File: config.mk
export PLATFORM = sky130hd
export DESIGN_NAME = arb_req_queue
export DESIGN_NICKNAME = d
export VERILOG_FILES = /design/src/rtl/arb_req_queue.sv
export SDC_FILE = /design/constraint.sdc
export NUM_CORES = 1
export LEC_CHECK = 0
export CORE_ASPECT_RATIO = 1.5
export CORE_MARGIN = 2
export CORE_UTILIZATION = 56
export CTS_BUF_LIST = sky130_fd_sc_hd__clkbuf_16
export CTS_CLUSTER_DIAMETER = 40
export CTS_CLUSTER_SIZE = 25
export DETAILED_ROUTE_END_ITERATION = 8
export PLACE_DENSITY_LB_ADDON = 0.12
export SLEW_MARGIN = 20
export SYNTH_ARGS = -nofsm -noshare
export SYNTH_HDL_FRONTEND = slang
export SYNTH_SLANG_ARGS = --single-unit
File: constraint.sdc
create_clock -name clock -period 2.6 [get_ports clock]
set_input_delay 0.78 -clock clock [delete_from_list [all_inputs] [get_ports clock]]
set_output_delay 0.78 -clock clock [all_outputs]
set_load 0.02 [all_outputs]
File: src/rtl/arb_req_queue.sv
// Two-source request queue in front of a 2-requester fixed-priority arbiter.
// Optional occupancy/drop reporting is enabled with `define ARB_REQ_QUEUE_LEVEL_EN.
module arb_req_queue #(
    parameter int DATA_W = 8,
    parameter int DEPTH = 4,
    localparam int PTR_W = $clog2(DEPTH)
) (
    input  logic              clock,
    input  logic              reset,
    input  logic              in0_valid,
    output logic              in0_ready,
    input  logic [DATA_W-1:0] in0_data,
    input  logic              in1_valid,
    output logic              in1_ready,
    input  logic [DATA_W-1:0] in1_data,
    output logic              req_0,
    output logic              req_1,
    input  logic              gnt_0,
    input  logic              gnt_1,
    output logic              out_valid,
    output logic              out_src,
    output logic [DATA_W-1:0] out_data
`ifdef ARB_REQ_QUEUE_LEVEL_EN
    ,
    output logic [PTR_W:0]    level0,
    output logic [PTR_W:0]    level1,
    output logic              push_drop
`endif
);

    localparam logic [PTR_W:0] FULL = (PTR_W+1)'(DEPTH);

    logic [DATA_W-1:0] mem [2][DEPTH];
    logic [PTR_W-1:0]  wr_ptr [2];
    logic [PTR_W-1:0]  rd_ptr [2];
    logic [PTR_W:0]    count [2];
    logic [DATA_W-1:0] in_data [2];
    logic [1:0]        in_valid;
    logic [1:0]        ready;
    logic [1:0]        req;
    logic [1:0]        push;
    logic [1:0]        pop;

    assign in_valid   = {in1_valid, in0_valid};
    assign in_data[0] = in0_data;
    assign in_data[1] = in1_data;

    // Ready and request come only from the registered counts, never from this cycle's pop.
    assign ready = {count[1] != FULL, count[0] != FULL};
    assign req   = {count[1] != '0, count[0] != '0};
    assign push  = in_valid & ready;

    assign in0_ready = ready[0];
    assign in1_ready = ready[1];
    assign req_0     = req[0];
    assign req_1     = req[1];

    // NOTE: every variable in an always_comb gets a default first so no path can infer a latch.
    always_comb begin
        pop = '0;
        if (gnt_0 && req[0]) begin
            pop[0] = 1'b1;
        end else if (gnt_1 && req[1]) begin
            pop[1] = 1'b1;
        end
    end

    // NOTE: the payload array has no reset; pointers and counts define which entries are live.
    always_ff @(posedge clock) begin
        for (int i = 0; i < 2; i++) begin
            if (push[i]) begin
                mem[i][wr_ptr[i]] <= in_data[i];
            end
        end
    end

    // NOTE: sequential state uses non-blocking assignments so every register samples pre-edge values.
    always_ff @(posedge clock or posedge reset) begin
        if (reset) begin
            for (int i = 0; i < 2; i++) begin
                wr_ptr[i] <= '0;
                rd_ptr[i] <= '0;
                count[i]  <= '0;
            end
        end else begin
            for (int i = 0; i < 2; i++) begin
                if (push[i]) begin
                    wr_ptr[i] <= wr_ptr[i] + PTR_W'(1);
                end
                if (pop[i]) begin
                    rd_ptr[i] <= rd_ptr[i] + PTR_W'(1);
                end
                case ({push[i], pop[i]})
                    2'b10:   count[i] <= count[i] + (PTR_W+1)'(1);
                    2'b01:   count[i] <= count[i] - (PTR_W+1)'(1);
                    default: count[i] <= count[i];
                endcase
            end
        end
    end

    always_ff @(posedge clock or posedge reset) begin
        if (reset) begin
            out_valid <= 1'b0;
            out_src   <= 1'b0;
            out_data  <= '0;
        end else begin
            out_valid <= |pop;
            if (pop[0]) begin
                out_src  <= 1'b0;
                out_data <= mem[0][rd_ptr[0]];
            end else if (pop[1]) begin
                out_src  <= 1'b1;
                out_data <= mem[1][rd_ptr[1]];
            end
        end
    end

`ifdef ARB_REQ_QUEUE_LEVEL_EN
    assign level0 = count[0];
    assign level1 = count[1];

    // Sticky: any refused push attempt on either source is remembered until reset.
    always_ff @(posedge clock or posedge reset) begin
        if (reset) begin
            push_drop <= 1'b0;
        end else if (|(in_valid & ~ready)) begin
            push_drop <= 1'b1;
        end
    end
`endif

endmodule

==> reports/metrics.yaml, run 1 <==
die_h_um: 102.1
die_w_um: 69.40
slowest_stage: "clkdlybuf4s50_1"
ys_ff_latch: 88
cts-buffers-inserted: 9
multi_input_area_um2: 987.2
antenna_cells: 0
grt_pass1_wl_um: 9722
fillCellCount: 412
vdd_drop_max_v: 0.0006962
drive_above_1_share_pct: 18.77
critical_path_arrival_ns: 1.75
cts_setup_buffers: 0
critPathMaxStageDelay_ns: 0.55
cts_tree: "done"
grt-ovfl-total: 0
synth_seq_area_share_pct: 70.22
synth_warnings: 0
fmaxAchievable_ghz: 0.3958
final_cells: 335
final-setup-viol-count: 0
status: "finished clean"
rr_endpoint: "count[5]"
required_ns: 1.82
cts-root-buf: "clkbuf_16"
num_rows: 35
ios: 36
grt_usage_pct: 18.44
grt_setup_unrepaired: "no"
synth_top_cell_by_area: "edfxtp_1"
yosysMostFrequentCell: "edfxtp_1"
worstRegToRegCells: 9
critPathMaxFanout: 6
dr.pass1.iters: 5
maxCapViolations: 0
hold_violations: 0
syn_nets: 244
critPathKind: "reg2out"
max_slew_margin_pct: 59.19
synth_area_leaders: "edfxtp_1, dfrtp_1, mux4_2, ha_1, a21oi_1"
start_util_pct: 58.18
nets: 290
drtIter0Drc: 118
path_cells: "or3b_4 > clkdlybuf4s50_1"
worstMarginPinSlew_ns: 0.6122
start_kind: "flop"
r2r_slack_ns: 0.39
r2r_start: "count[3]"
syn_area_per_cell_um2: 17.11
setup-tns-final_ns: 0
cts_htree_levels: 3
post-route-period-util_pct: 97.18
ant_nets: 0
critPathCaptureType: "output pin"
drc: 0
syn2layout_area_growth_pct: 20.45
portBuffers: 35
syn_area_um2: 3592
async_reset_ff_share_pct: 27.27
clk_pin_slew_ns: 0.06
cts_hold_buf: 0
num_vias: 1804
clk_latency_ns: 0.32
dp_cells: 319
first_global_vias: 1873
regArea_um2: 2522
ys_top_cells_by_count: "edfxtp_1, dfrtp_1, a21oi_1, mux4_2, inv_1"
die-area_um2: 7085
critPathLaunch: "count[3]"
yosysTopAreaCellShare_pct: 53.50
final.min_clock_period_ns: 2.527
power_density_nw_per_um2: 1127
hp-class: "reg2reg"
antenna_found_initial: 0
core_um2: 6175
crit_end: "in0_ready"
synth_edf_count: 64
finClkSkew_ns: 0.005585
synth_ff_type: "edfxtp_1"
dp_hpwl_um: 4229
place_congestion: 0.7613
slew_viol_final: 0
wl_um: 5990
grt_max_degree: 25
p_leak_nw: 1.628
vias_per_cell: 5.385
syn_inst: 210
clk_path_buf_depth: 2
synth.distinct_cells: 26
wl_per_cell_um: 17.88
cts.sinks: 88
## power breakdown
group	switching (W)	total, W	internal (W)
sequential	0.000328	0.00225	0.00193
combinational	0.000701	0.00150	0.000797
clock	0.000490	0.00113	0.000636
## worst min-delay path by stage
stage                     startpoint  endpoint  slack [ns]  cells past startpoint
after floorplan             count[5]  count[5]        0.47                      1
after global placement       out_src   out_src        0.51                      2
after detailed placement    count[5]  count[5]        0.51                      1
after CTS                   count[5]  count[5]        0.53                      1
after global routing         out_src   out_src        0.57                      2
final                        out_src   out_src        0.53                      2
## metrics by stage
step	area [um2]	hold WS [ns]	total power (W)	util, %	setup WS (ns)
floorplan	3592	0.4705	0.003256	-	0.2882
global placement	4058	0.5093	0.003762	65.71	0.006490
detailed placement	4058	0.5145	0.003808	65.71	-0.05862
CTS	4324	0.5345	0.004941	70.03	0.007525
global route	4327	0.5666	0.005155	70.07	0.009577
finish	4327	0.5336	0.004877	70.07	0.07335
## kinds of logic after synthesis
kind of cell / share of synthesized area, %
buf+inv: 2.299
simple gates: 5.573
flops: 70.22
compound gates: 3.065
xor+xnor: 2.926
fa+ha+maj: 4.598
mux: 11.32
## critical path: cells and delay by family, from the launching register on
family,cells,cell delay (ns)
buffers and inverters,1,0.55
DFF,1,0.43
and+or+nand+nor,1,0.45
## timing repair
action | 4_1_cts | 5_1_grt
hold endpoints to repair | 0 | 0
endpoints found under the setup margin | 0 | 1
gates resized for setup | 0 | 1
## placed cells by master (no fill, tap or decap), types with 4 or more instances in the layout
cell type        synthesis  final
buf_4                    0      7
clkbuf_16                0      9
xor2_1                   5      5
nand2_1                 10     10
ha_1                    10     10
clkdlybuf4s50_1          0     34
nor2_1                  13     13
inv_1                   14     16
dfrtp_1                 24     24
xnor2_1                  7      7
edfxtp_1                64     64
and3_2                   4      4
and3_1                   4      4
clkinvlp_4               0      4
a21oi_1                 16     16
mux4_2                  16     16
## registers in the layout, indices dropped and copies added (netlist names)
register and cells:
mem 64, out_src 1, out_valid 1, wr_ptr 4, out_data 8, count 6
rd_ptr 4
## routing by layer
metal	up-vias	share of wire, %	global-route usage, %
li1	869	-	-
met2	32	53	31.58
met5	-	0	0
met1	895	43	23.88
met4	0	1.3	7.692
met3	8	2.6	2.860
## final cells by class
type	count	share of cell area (%)
multi-input cells	101	22.82
clock buffers	9	5.205
well taps	74	2.140
flip-flops and latches	88	58.30
repair buffers	42	9.370
inverters	14	1.215
clock inverters	7	0.9543
Power figures use the tool's default switching activity.
==> run 2, diff against run 1 <==
Settings changed: CAP_MARGIN set to 30, SKIP_CTS_REPAIR_TIMING set to 1.
Clock period 2.6 ns to 2.4 ns, I/O delays scaled along.
==> run 2 against run 1 <==
Net effect:
- hold slack worse by 0.025 ns
- final cell count grew 0.90%
- sequential power grew 8.9%
==> reports/metrics.yaml, run 2 (synthesis gave the netlist of run 1 again) <==
grt_max_degree: 25
start_kind: "input port"
place_congestion: 0.7647
max_slew_margin_pct: 59.82
drc: 0
fmaxAchievable_ghz: 0.4486
cts_tree: "done"
critPathLaunch: "gnt_0"
finClkSkew_ns: 0.005911
start_util_pct: 58.18
power.total_w: 0.005295
hold_violations: 0
critical_path_arrival_ns: 2.48
dp_worst_setup_slack_ns: -0.2006
pwr-share-comb_pct: 30.7
antenna_found_initial: 0
worstRegToRegCells: 9
worstMarginPinSlew_ns: 0.6026
drive_above_1_share_pct: 20.08
fillCellCount: 409
portBuffers: 35
grt_pass1_wl_um: 9653
grt-ovfl-total: 0
critPathCaptureType: "flop"
dp_hpwl_um: 4301
die_w_um: 69.40
p_leak_nw: 1.652
slew_viol_final: 0
status: "finished clean"
vdd_drop_max_v: 0.0006139
clk_latency_ns: 0.33
ios: 36
drtIter0Drc: 161
final_cells: 338
die_h_um: 102.1
antenna_cells: 0
clockPowerShare_pct: 23.0
r2r_slack_ns: 0.22
setup_slack_ns: 0.1710
dp_cells: 322
pwr-share-seq_pct: 46.3
hp-class: "reg2reg"
cts_htree_levels: 3
cts.sinks: 88
final_common_cell: "edfxtp_1"
num_vias: 1860
p_sw_share_pct: 31.15
dr.pass1.iters: 5
die-area_um2: 7085
num_rows: 35
first_global_vias: 1902
rr_endpoint: "count[2]"
cts-root-buf: "clkbuf_16"
critPathMaxFanout: 3
final.min_clock_period_ns: 2.229
crit_end: "count[2]"
post-route-period-util_pct: 92.87
final_cell_mix: "edfxtp_1, clkdlybuf4s50_1, dfrtp_1, mux4_2, a21oi_1"
core_um2: 6175
internal_power_w: 0.003646
nets: 293
clk_path_buf_depth: 2
grt_setup_unrepaired: "no"
largest_register_ff_count: 64
wl_um: 5993
required_ns: 2.66
wl_per_cell_um: 17.73
clk_pin_slew_ns: 0.06
final-setup-viol-count: 0
power_density_nw_per_um2: 1215
vias_per_cell: 5.503
maxCapViolations: 0
critPathKind: "in2reg"
r2r_start: "count[1]"
syn2layout_area_growth_pct: 21.32
cts-buffers-inserted: 9
grt_usage_pct: 18.65
ant_nets: 0
p_switching_w: 0.001649
## run 2: cell types whose count changed in the layout (fill, tap and decap cells not counted), moves of 2 or more
cell | before | now
buf_4 | 7 | 10
dlymetal6s2s_1 | 1 | 4
clkinvlp_4 | 4 | 2
clkdlybuf4s50_1 | 34 | 31
## run 2: area by class of cell
class	instances	area (um2)	share of cell area [%]
multi-input cells	101	989.7	22.71
well taps	74	92.59	2.125
clock buffers	9	225.2	5.168
repair buffers	45	435.4	9.991
inverters	14	52.55	1.206
clock inverters	7	40.04	0.9187
flip-flops and latches	88	2522	57.88
## run 2: power groups by stage
stage / registers (W) / logic [W] / clock network [W]
after global routing: 0.00252 / 0.00178 / 0.00130
after global placement: 0.00247 / 0.00161 / 0
final: 0.00245 / 0.00163 / 0.00122
after floorplan: 0.00236 / 0.00116 / 0
after CTS: 0.00247 / 0.00166 / 0.00124
after detailed placement: 0.00249 / 0.00165 / 0
## run 2: metal layers
metal | vias to the layer above | wire, um | GRT usage [%]
li1 | 869 | - | -
met1 | 950 | 2514 | 22.59
met2 | 32 | 3181 | 31.51
met3 | 9 | 162 | 3.748
met4 | 0 | 135 | 10.71
met5 | - | 0 | 0
## run 2: critical path: stages
cell,delay [ns]
clkdlybuf4s50_1,0.40
o31ai_1,0.09
inv_1,0.13
nor2_2,0.15
ha_1,0.17
inv_1,0.05
fa_1,0.37
xor2_1,0.15
nor2_1,0.10
xor2_1,0.14
## run 2: worst min-delay path by stage
stage | startpoint | to | slack [ns] | cells past startpoint
2_1_floorplan | count[5] | count[5] | 0.47 | 1
3_3_place_gp | out_src | out_src | 0.51 | 2
3_5_place_dp | out_src | out_src | 0.50 | 2
4_1_cts | out_src | out_src | 0.52 | 2
5_1_grt | out_src | out_src | 0.55 | 2
6_report | out_src | out_src | 0.51 | 2
## run 2: metrics by stage
| step | hold slack, ns | instance area, um2 | TNS, ns | utilization (%) |
|---|---|---|---|---|
| 2_1_floorplan | 0.4705 | 3592 | 0 | - |
| 3_3_place_gp | 0.5085 | 4080 | -0.1382 | 66.08 |
| 3_5_place_dp | 0.5030 | 4080 | -0.2325 | 66.08 |
| 4_1_cts | 0.5162 | 4345 | -0.2899 | 70.37 |
| 5_1_grt | 0.5518 | 4358 | 0 | 70.58 |
| 6_report | 0.5084 | 4358 | 0 | 70.58 |
==> run 3, diff against run 2 <==
Settings changed: CTS_CLUSTER_SIZE 25 to not set.
==> results of run 3 <==
No change in the layout: final DEF, timing and power equal those of run 2.
